**config.mk**
```make
export PLATFORM = sky130hd
export DESIGN_NAME = mem_port_arbiter
export DESIGN_NICKNAME = d
export VERILOG_FILES = /design/src/rtl/mem_port_arbiter_pkg.sv /design/src/rtl/mem_port_arbiter_lat.sv /design/src/rtl/mem_port_arbiter.sv
export SDC_FILE = /design/constraint.sdc
export NUM_CORES = 1
export LEC_CHECK = 0
export CORE_UTILIZATION = 31
export DETAILED_ROUTE_END_ITERATION = 16
export GPL_TIMING_DRIVEN = 0
export PLACE_DENSITY = 0.88
export SLEW_MARGIN = 15
export SYNTH_ARGS = -nofsm -noshare
export SYNTH_HDL_FRONTEND = slang
export SYNTH_SLANG_ARGS = --single-unit
```
**constraint.sdc**
```tcl
create_clock -name clk_i -period 1.7 [get_ports clk_i]
set_input_delay 0.34 -clock clk_i [delete_from_list [all_inputs] [get_ports clk_i]]
set_output_delay 0.34 -clock clk_i [all_outputs]
set_load 0.02 [all_outputs]
```
**src/rtl/mem_port_arbiter_pkg.sv**
```systemverilog
// mem_port_arbiter_pkg
//   Shared definitions for the IF/MEM RAM port arbiter: FSM state encoding,
//   latency bounds and default bus widths.
package mem_port_arbiter_pkg;

    typedef enum logic [1:0] {
        ARB_IDLE     = 2'd0,
        ARB_BUSY_IF  = 2'd1,
        ARB_BUSY_MEM = 2'd2
    } arb_state_e;

    // Largest supported RAM_LATENCY and the counter width that holds it.
    localparam int ARB_MAX_LATENCY = 4;
    localparam int ARB_LAT_W       = 3;

    // Width of the starvation counter.
    localparam int ARB_STARVE_W    = 4;

    // Default address/data widths of the core.
    localparam int ARB_ADDR_WIDTH  = 32;
    localparam int ARB_DATA_WIDTH  = 32;

endpackage

```
**src/rtl/mem_port_arbiter_lat.sv**
```systemverilog
// arb_lat_timer
//   Loadable down-counter that tracks the RAM read latency of the single
//   outstanding access.
//   Ports:
//     clk_i, rst_i  : clock, synchronous active-high reset
//     load_i        : load load_val_i (grant cycle)
//     load_val_i    : latency to load
//     dec_i         : decrement (a transaction is outstanding)
//     done_o        : combinational; high in the cycle the count reaches 0,
//                     i.e. the cycle in which ram_rdata_i is valid
module arb_lat_timer
    import mem_port_arbiter_pkg::*;
(
    input  logic                 clk_i,
    input  logic                 rst_i,
    input  logic                 load_i,
    input  logic [ARB_LAT_W-1:0] load_val_i,
    input  logic                 dec_i,
    output logic                 done_o
);

    logic [ARB_LAT_W-1:0] cnt_q;
    logic [ARB_LAT_W-1:0] cnt_d;

    always_comb begin
        cnt_d = cnt_q;
        if (load_i) begin
            cnt_d = load_val_i;
        end else if (dec_i && (cnt_q != '0)) begin
            cnt_d = cnt_q - ARB_LAT_W'(1);
        end
    end

    // The decrement from 1 to 0 marks the data-valid cycle.
    assign done_o = dec_i && (cnt_q == ARB_LAT_W'(1));

    always_ff @(posedge clk_i) begin
        if (rst_i) begin
            cnt_q <= '0;
        end else begin
            cnt_q <= cnt_d;
        end
    end

endmodule

```
**src/rtl/mem_port_arbiter.sv**
```systemverilog
// mem_port_arbiter
//   Shares one single-port RAM between instruction fetch (IF) and the memory
//   stage (MEM). One access is outstanding at a time; each access returns a
//   one-cycle rvalid pulse RAM_LATENCY+1 cycles after its grant.
//   Ports:
//     clk_i, rst_i            : clock, synchronous active-high reset
//     if_*                    : fetch request / grant / response
//     mem_*                   : data request (read or byte-enabled write) / grant / response
//     ram_*                   : RAM command (valid only in the grant cycle) and read data
//     stallreq_if_o/_mem_o    : x_req_i & ~x_rvalid_o, independent of grant
//     dbg_state_o             : current FSM state
//   Optional feature (macro MEM_PORT_ARB_PERF_CNT_EN): adds if_grant_cnt_o,
//   mem_grant_cnt_o and conflict_cnt_o, 32-bit wrapping event counters.
//   Handshake: a requester holds req and its fields stable from assertion up
//   to and including its rvalid cycle; req still high in the rvalid cycle is
//   treated as the next request and may be granted in that same cycle.
module mem_port_arbiter
    import mem_port_arbiter_pkg::*;
#(
    parameter int ADDR_WIDTH   = ARB_ADDR_WIDTH,
    parameter int DATA_WIDTH   = ARB_DATA_WIDTH,
    parameter int RAM_LATENCY  = 2,
    parameter int STARVE_LIMIT = 3
) (
    input  logic                  clk_i,
    input  logic                  rst_i,
    input  logic                  if_req_i,
    input  logic [ADDR_WIDTH-1:0] if_addr_i,
    output logic                  if_gnt_o,
    output logic                  if_rvalid_o,
    output logic [DATA_WIDTH-1:0] if_rdata_o,
    input  logic                  mem_req_i,
    input  logic                  mem_we_i,
    input  logic [3:0]            mem_be_i,
    input  logic [ADDR_WIDTH-1:0] mem_addr_i,
    input  logic [DATA_WIDTH-1:0] mem_wdata_i,
    output logic                  mem_gnt_o,
    output logic                  mem_rvalid_o,
    output logic [DATA_WIDTH-1:0] mem_rdata_o,
    output logic                  ram_ce_o,
    output logic                  ram_we_o,
    output logic [3:0]            ram_be_o,
    output logic [ADDR_WIDTH-1:0] ram_addr_o,
    output logic [DATA_WIDTH-1:0] ram_wdata_o,
    input  logic [DATA_WIDTH-1:0] ram_rdata_i,
    output logic                  stallreq_if_o,
    output logic                  stallreq_mem_o,
    output arb_state_e            dbg_state_o
`ifdef MEM_PORT_ARB_PERF_CNT_EN
    ,
    output logic [31:0]           if_grant_cnt_o,
    output logic [31:0]           mem_grant_cnt_o,
    output logic [31:0]           conflict_cnt_o
`endif
);

    localparam logic [ARB_STARVE_W-1:0] STARVE_LIM = ARB_STARVE_W'(STARVE_LIMIT);
    localparam logic [ARB_LAT_W-1:0]    LAT_LOAD   = ARB_LAT_W'(RAM_LATENCY);

    arb_state_e              state_q;
    logic [ARB_STARVE_W-1:0] starve_q;
    logic                    mem_we_q;
    logic                    if_rvalid_q;
    logic                    mem_rvalid_q;
    logic [DATA_WIDTH-1:0]   if_rdata_q;
    logic [DATA_WIDTH-1:0]   mem_rdata_q;
    logic                    if_win;
    logic                    mem_win;
    logic                    lat_done;

    // Arbitration only happens in IDLE; MEM wins unless IF has been starved.
    always_comb begin
        if_win  = 1'b0;
        mem_win = 1'b0;
        if (state_q == ARB_IDLE) begin
            if (if_req_i && (!mem_req_i || (starve_q == STARVE_LIM))) begin
                if_win = 1'b1;
            end else if (mem_req_i) begin
                mem_win = 1'b1;
            end
        end
    end

    // RAM command is driven only in the grant cycle; zero otherwise.
    always_comb begin
        ram_ce_o    = 1'b0;
        ram_we_o    = 1'b0;
        ram_be_o    = 4'b0000;
        ram_addr_o  = '0;
        ram_wdata_o = '0;
        if (mem_win) begin
            ram_ce_o    = 1'b1;
            ram_we_o    = mem_we_i;
            ram_be_o    = mem_be_i;
            ram_addr_o  = mem_addr_i;
            ram_wdata_o = mem_wdata_i;
        end else if (if_win) begin
            ram_ce_o    = 1'b1;
            ram_addr_o  = if_addr_i;
        end
    end

    arb_lat_timer u_lat_timer (
        .clk_i      (clk_i),
        .rst_i      (rst_i),
        .load_i     (if_win || mem_win),
        .load_val_i (LAT_LOAD),
        .dec_i      (state_q != ARB_IDLE),
        .done_o     (lat_done)
    );

    always_ff @(posedge clk_i) begin
        if (rst_i) begin
            state_q      <= ARB_IDLE;
            starve_q     <= '0;
            mem_we_q     <= 1'b0;
            if_rvalid_q  <= 1'b0;
            mem_rvalid_q <= 1'b0;
            if_rdata_q   <= '0;
            mem_rdata_q  <= '0;
        end else begin
            if_rvalid_q  <= 1'b0;
            mem_rvalid_q <= 1'b0;
            case (state_q)
                ARB_IDLE: begin
                    if (if_win) begin
                        state_q <= ARB_BUSY_IF;
                    end else if (mem_win) begin
                        state_q  <= ARB_BUSY_MEM;
                        mem_we_q <= mem_we_i;
                    end
                end
                ARB_BUSY_IF: begin
                    if (lat_done) begin
                        state_q     <= ARB_IDLE;
                        if_rvalid_q <= 1'b1;
                        if_rdata_q  <= ram_rdata_i;
                    end
                end
                ARB_BUSY_MEM: begin
                    if (lat_done) begin
                        state_q      <= ARB_IDLE;
                        mem_rvalid_q <= 1'b1;
                        // A write only acknowledges; load data keeps its value.
                        if (!mem_we_q) begin
                            mem_rdata_q <= ram_rdata_i;
                        end
                    end
                end
                default: state_q <= ARB_IDLE;
            endcase

            // Count IF losses; never exceeds STARVE_LIM since IF then wins.
            if (if_win) begin
                starve_q <= '0;
            end else if (mem_win && if_req_i && (starve_q != STARVE_LIM)) begin
                starve_q <= starve_q + ARB_STARVE_W'(1);
            end
        end
    end

    assign if_gnt_o       = if_win;
    assign mem_gnt_o      = mem_win;
    assign if_rvalid_o    = if_rvalid_q;
    assign mem_rvalid_o   = mem_rvalid_q;
    assign if_rdata_o     = if_rdata_q;
    assign mem_rdata_o    = mem_rdata_q;
    assign stallreq_if_o  = if_req_i  & ~if_rvalid_q;
    assign stallreq_mem_o = mem_req_i & ~mem_rvalid_q;
    assign dbg_state_o    = state_q;

`ifdef MEM_PORT_ARB_PERF_CNT_EN
    logic [31:0] if_grant_cnt_q;
    logic [31:0] mem_grant_cnt_q;
    logic [31:0] conflict_cnt_q;

    always_ff @(posedge clk_i) begin
        if (rst_i) begin
            if_grant_cnt_q  <= '0;
            mem_grant_cnt_q <= '0;
            conflict_cnt_q  <= '0;
        end else begin
            if (if_win)  if_grant_cnt_q  <= if_grant_cnt_q + 32'd1;
            if (mem_win) mem_grant_cnt_q <= mem_grant_cnt_q + 32'd1;
            if ((state_q == ARB_IDLE) && if_req_i && mem_req_i) begin
                conflict_cnt_q <= conflict_cnt_q + 32'd1;
            end
        end
    end

    assign if_grant_cnt_o  = if_grant_cnt_q;
    assign mem_grant_cnt_o = mem_grant_cnt_q;
    assign conflict_cnt_o  = conflict_cnt_q;
`endif

endmodule

```
---- Word level (Yosys, flattened, before mapping) ----
Index checks and enable logic that the tools add are counted.
word-level totals
  flip-flop bits (word level) ............. 76
  output and inout port bits .............. 142
  word-level logic and storage cells ...... 66
operators by class
  $add $sub $neg .......................... 2
  equality and inequality tests ........... 7
  multiplexer cells ....................... 19
  bitwise operators ....................... 8
  reductions and logical operators ........ 21
operator list
  operator             number
  $mux 32              3
  $mux 2               5
  $reduce_or 2->1      5
  $mux 1               9
  $not 1->1            6
  $reduce_and 3->1     2
  $logic_and 1x1->1    5
  $add 4x1->4 const B  1
  $eq 4x2->1 const B   1
  $mux 4               1
  $ne 4x2->1 const B   1
  $pmux 2 s2           1
  $reduce_and 2->1     2
  $reduce_bool 2->1    2
  $eq 3x1->1 const B   1
  $ne 3x3->1 const B   1
  $reduce_bool 3->1    1
  $sub 3x1->3 const B  1
  $and 1x1->1          2
  $eq 2x1->1 const B   1
  $eq 2x2->1 const B   1
  $logic_not 2->1      1
  $logic_or 1x1->1     2
  $ne 2x1->1 const B   1
  $logic_not 1->1      1

---- Longest topological paths before layout ----
  depth after elaboration ................. 8
  depth in mapped cells ................... 7
  gate-level depth less buffers ........... 6

---- Hierarchy ----
From an unflattened synthesis, not the netlist that was laid out.
unflattened totals
  cell total of the unflattened synthesis .. 441
  area total of the unflattened synthesis .. 3,538.4 sq um
modules (own cells, without submodules)
  module            instances  cells each  area an instance (sq um)  seq. area each (sq um)
  mem_port_arbiter  1          418         3,335.7                   1,461.4
  arb_lat_timer     1          23          202.7                     60.1

---- Least setup slack after synthesis ----
No wires, ideal clock.
  kind .................................... reg2out
  start point ............................. reg state_q[0], in the netlist dbg_state_o[0]
  end point ............................... out ram_addr_o[10]
  data arrival time ....................... 1.663 ns
  required time ........................... 1.360 ns
  path slack .............................. -0.303 ns
  stages on the path, launching flop included .. 8
  buffers on the path ..................... 3
  cell sequence ........................... dfxtp_1 > inv_1 > ha_1 > buf_6 > a21boi_2 > buf_2 > buf_2 > a22o_1
between the ends
  longest elaborated chain between the ends .. 4
  elaborated cells on any way between the ends .. 5
  classes of those cells .................. 4 x mux; 1 x reduce/logical
RTL lines
  what                    line                     RTL
  from (decl)             mem_port_arbiter.sv:60   arb_state_e state_q;
  from (signal assigned)  mem_port_arbiter.sv:114  state_q <= ARB_IDLE;
  from (signal assigned)  mem_port_arbiter.sv:127  state_q <= ARB_BUSY_IF;
  from (signal assigned)  mem_port_arbiter.sv:129  state_q <= ARB_BUSY_MEM;
  $logic_not 2->1 (*)     mem_port_arbiter.sv:75   if (state_q == ARB_IDLE) begin
  $mux 1                  mem_port_arbiter.sv:75
  $mux 32                 mem_port_arbiter.sv:97   end else if (if_win) begin
  $mux 32 (*)             mem_port_arbiter.sv:91   if (mem_win) begin
  to (decl)               mem_port_arbiter.sv:43   output logic [ADDR_WIDTH-1:0] ram_addr_o,
Mark *: on every way between the ends. The rest lies on a longest branch, timed or not.

---- Final worst setup path ----
  start point ............................. reg starve_q[0]
  end point ............................... out ram_addr_o[17]
between the ends
  longest elaborated chain between the ends .. 7
  elaborated cells on any way between the ends .. 9
  classes of those cells .................. 1 x eq/ne; 6 x mux; 2 x reduce/logical
RTL lines
  what                    line                     RTL
  from (decl)             mem_port_arbiter.sv:61   logic [ARB_STARVE_W-1:0] starve_q;
  from (signal assigned)  mem_port_arbiter.sv:157  starve_q <= starve_q + ARB_STARVE_W'(1);
  $eq 4x2->1 (*)          mem_port_arbiter.sv:76   if (if_req_i && (!mem_req_i || (starve_q == STARVE_LIM))) begin
  $logic_or 1x1->1 (*)    mem_port_arbiter.sv:76
  $logic_and 1x1->1 (*)   mem_port_arbiter.sv:76
  $mux 1                  mem_port_arbiter.sv:76
  $mux 1                  mem_port_arbiter.sv:75
  $mux 32                 mem_port_arbiter.sv:97
  $mux 32 (*)             mem_port_arbiter.sv:91
Marks and branches as above.

==> out/results.tsv <==
stage	metric	value	unit
outcome	status	finished, violations left	
outcome	violations	setup timing	
worst_setup_path	reg2reg_slack	-0.32	ns
sta	slew_viol_final	0	
placement	portBuffers	278	
sta	fin_crit	2.152	ns
clock_network	cts_buffers	9	
final_layout	finalNonFillerCells	915	
drt	wirelength	20.16	mm
global_routing	track_usage	0.3042	
final_layout	syn_to_final_growth	130.2	%
clock_network	clk_latency	0.34	ns
clock_network	clockBufferDepth	2	
final_layout	antenna_cells	0	
sta	hold-worst-slack	0.4568	ns
placement	pre_cts_slack	-1.369	ns
global_routing	grt_pass1_wl	28.70	mm
worst_setup_path	startpoint	starve_q[0]	
worst_setup_path	end_kind	primary output	
placement	placed_area	6977	um^2
sta	fin_crit_sh	1.266	
die	dieArea	12220	um^2
yosys	ys_types	40	
power	p_leak	3.147	nW
final_layout	nNetsFinal	912	
placement	dp_cells	864	
sta	rsz0062_at_grt	yes	
final_layout	final_common_cell	clkdlybuf4s50_1	
drt	drt_iter0_markers	276	
clock_network	cts-root-buf	clkbuf_16	
sta	tns	-33.23	ns
sta	hold_viol	0	
power	p_total	6.376	mW
yosys	avgSynthCellArea	8.242	um^2
global_routing	antenna_found_initial	0	
drt	ant_nets	0	
global_routing	grt_max_degree	14	
die	io_pins	279	
sta	fmax	464.6	MHz
sta	worst_slew_pin_slew	0.8302	ns
placement	place_congestion	0.8550	
die	start_util	0.3184	
worst_setup_path	r2r-start	dbg_state_o[0]	
worst_setup_path	worst-path-max-fanout	10	
sta	relSlewSlack	0.4465	
worst_setup_path	arrival	1.81	ns
worst_setup_path	start_kind	flop	
power	ir_drop	0.6160	mV
drt	via_count	4996	
global_routing	grt_pass1_vias	4998	
worst_hold_path	min_path_type	reg -> reg	
worst_hold_path	hold_path.startpoint	if_rdata_o[19]	
yosys	synth.ff_latch_count	76	
worst_setup_path	worst-setup-path-type	reg -> out	
die	core	11470	um^2
drt	drt_pass1_iterations	4	
yosys	syn_nets	587	
final_layout	nFillCells	780	
die	placementRows	39	
placement	dpl.hpwl	13.76	mm
global_routing	overflow	0	
flow_run	maxCapViolCount	0	
drt	wire_per_inst	22.03	um
final_layout	final_cell_mix	200 x clkdlybuf4s50_1, 87 x buf_6, 71 x dfxtp_1, 65 x nand2_1, 35 x a21oi_1	
final_layout	drive_above_1_share	0.4145	
drt	drc	0	
die	die_w	110.5	um
clock_network	holdBufCountCts	0	
final_layout	final_util	0.7330	
sta	finalSetupViolations	112	
clock_network	clk_pin_slew	0.06	ns
clock_network	htreeDepth	3	
sta	setup_ws	-0.4522	ns
drt	viasPerCell	5.460	
worst_setup_path	cp.required	1.36	ns
power	pwr_density_cell	758.5	nW/um^2
yosys	syn_area	3651	um^2
final_layout	finish.instance_area	8406	um^2
die	dieHeight	110.5	um
sta	fin_skew	0.008169	ns
yosys	synth_warnings	0	
clock_network	clock_sinks	76	
clock_network	cts_tree	yes	
yosys	syn_inst	443	
yosys	ys_seq_area_frac	0.4167	
==> Yosys cell counts (all sizes together) <==
master | count | area (um^2)
or2 | 1 | 6.260
and2b | 1 | 7.510
nor2b | 2 | 12.51
nor4b | 1 | 23.77
or4b | 2 | 23.77
and4bb | 1 | 12.51
a22o | 32 | 280.3
inv | 7 | 26.28
o2bb2ai | 1 | 8.760
o21ai | 38 | 190.2
dfxtp | 76 | 1521
buf | 25 | 171.4
or3b | 2 | 20.02
o21a | 1 | 7.510
a21oi | 68 | 340.3
a21boi | 1 | 11.26
nand2 | 65 | 244.0
clkbuf | 17 | 63.81
nand3 | 34 | 175.2
or3 | 3 | 18.77
a221oi | 1 | 8.760
ha | 7 | 87.58
a32oi | 1 | 8.760
nor2 | 2 | 7.510
nor3b | 2 | 15.01
and2 | 37 | 231.5
nand2b | 4 | 25.02
a21bo | 1 | 10.01
nor3 | 1 | 5.000
and3 | 1 | 6.260
nand4bb | 2 | 22.52
a211oi | 5 | 47.54
mux2i | 1 | 10.01
==> final timing paths <==
check             cells past startpoint                   end
setup / recovery                      6        ram_addr_o[17]
hold / removal                        2        if_rdata_o[19]
setup reg to reg                      9  u_lat_timer.cnt_q[0]
hold reg to reg                       2        if_rdata_o[19]
==> cells by family (layout without fill, tap and decap cells) <==
kind of cell    count (synthesis)  in the layout  synth area share
compound gates                149            149            0.2502
mux                             1              1          0.002742
buf+inv                        49            377           0.07163
simple gates                  161            162            0.2347
flops                          76             76            0.4167
fa+ha+maj                       7              7           0.02399
==> report_power, final <==
part / internal, mW / total (mW) / switching (mW)
clock network: 1.13 / 1.92 / 0.788
logic: 1.41 / 2.62 / 1.21
registers: 1.81 / 1.83 / 0.0250
==> critical path, stage by stage, from the launching register on <==
cell and delay, ns:
dfxtp_2 0.36, ha_4 0.16, nand4bb_4 0.17, and3_4 0.23, buf_12 0.16, a22o_4 0.27, buf_6 0.13
==> sequential cells by signal (all words and copies together) (netlist names) <==
signal             flops
mem_rvalid_o           1
if_rvalid_o            1
if_rdata_o            32
dbg_state_o            2
mem_we_q               1
mem_rdata_o           32
u_lat_timer.cnt_q      3
starve_q               4
==> timing repair <==
action / in CTS / in global routing
resized for setup: 519 / 130
gates cloned: 9 / 1
hold endpoints to repair: 0 / 0
buffers inserted: 27 / 9
pin swaps: 50 / 45
setup endpoints to repair: 97 / 131
==> layout make-up <==
class	count	area [um^2]	share of cell area
multi-input cells	319	2700	0.3212
repair buffers	318	3323	0.3954
clock inverters	6	63.81	0.007592
plain buffers	37	350.3	0.04168
clock buffers	9	225.2	0.02679
well taps	143	178.9	0.02129
flip-flops and latches	76	1533	0.1823
inverters	7	31.28	0.003721
==> layer usage <==
metal  wire length (um)  up-vias  global-route usage
li1                   -     2218                   -
met1               8104     2455              0.3682
met2              10300      269              0.5453
met3               1123       54             0.06202
met4                624        0             0.07733
met5                  0        -                   0
(Power assumes the default switching activity.)
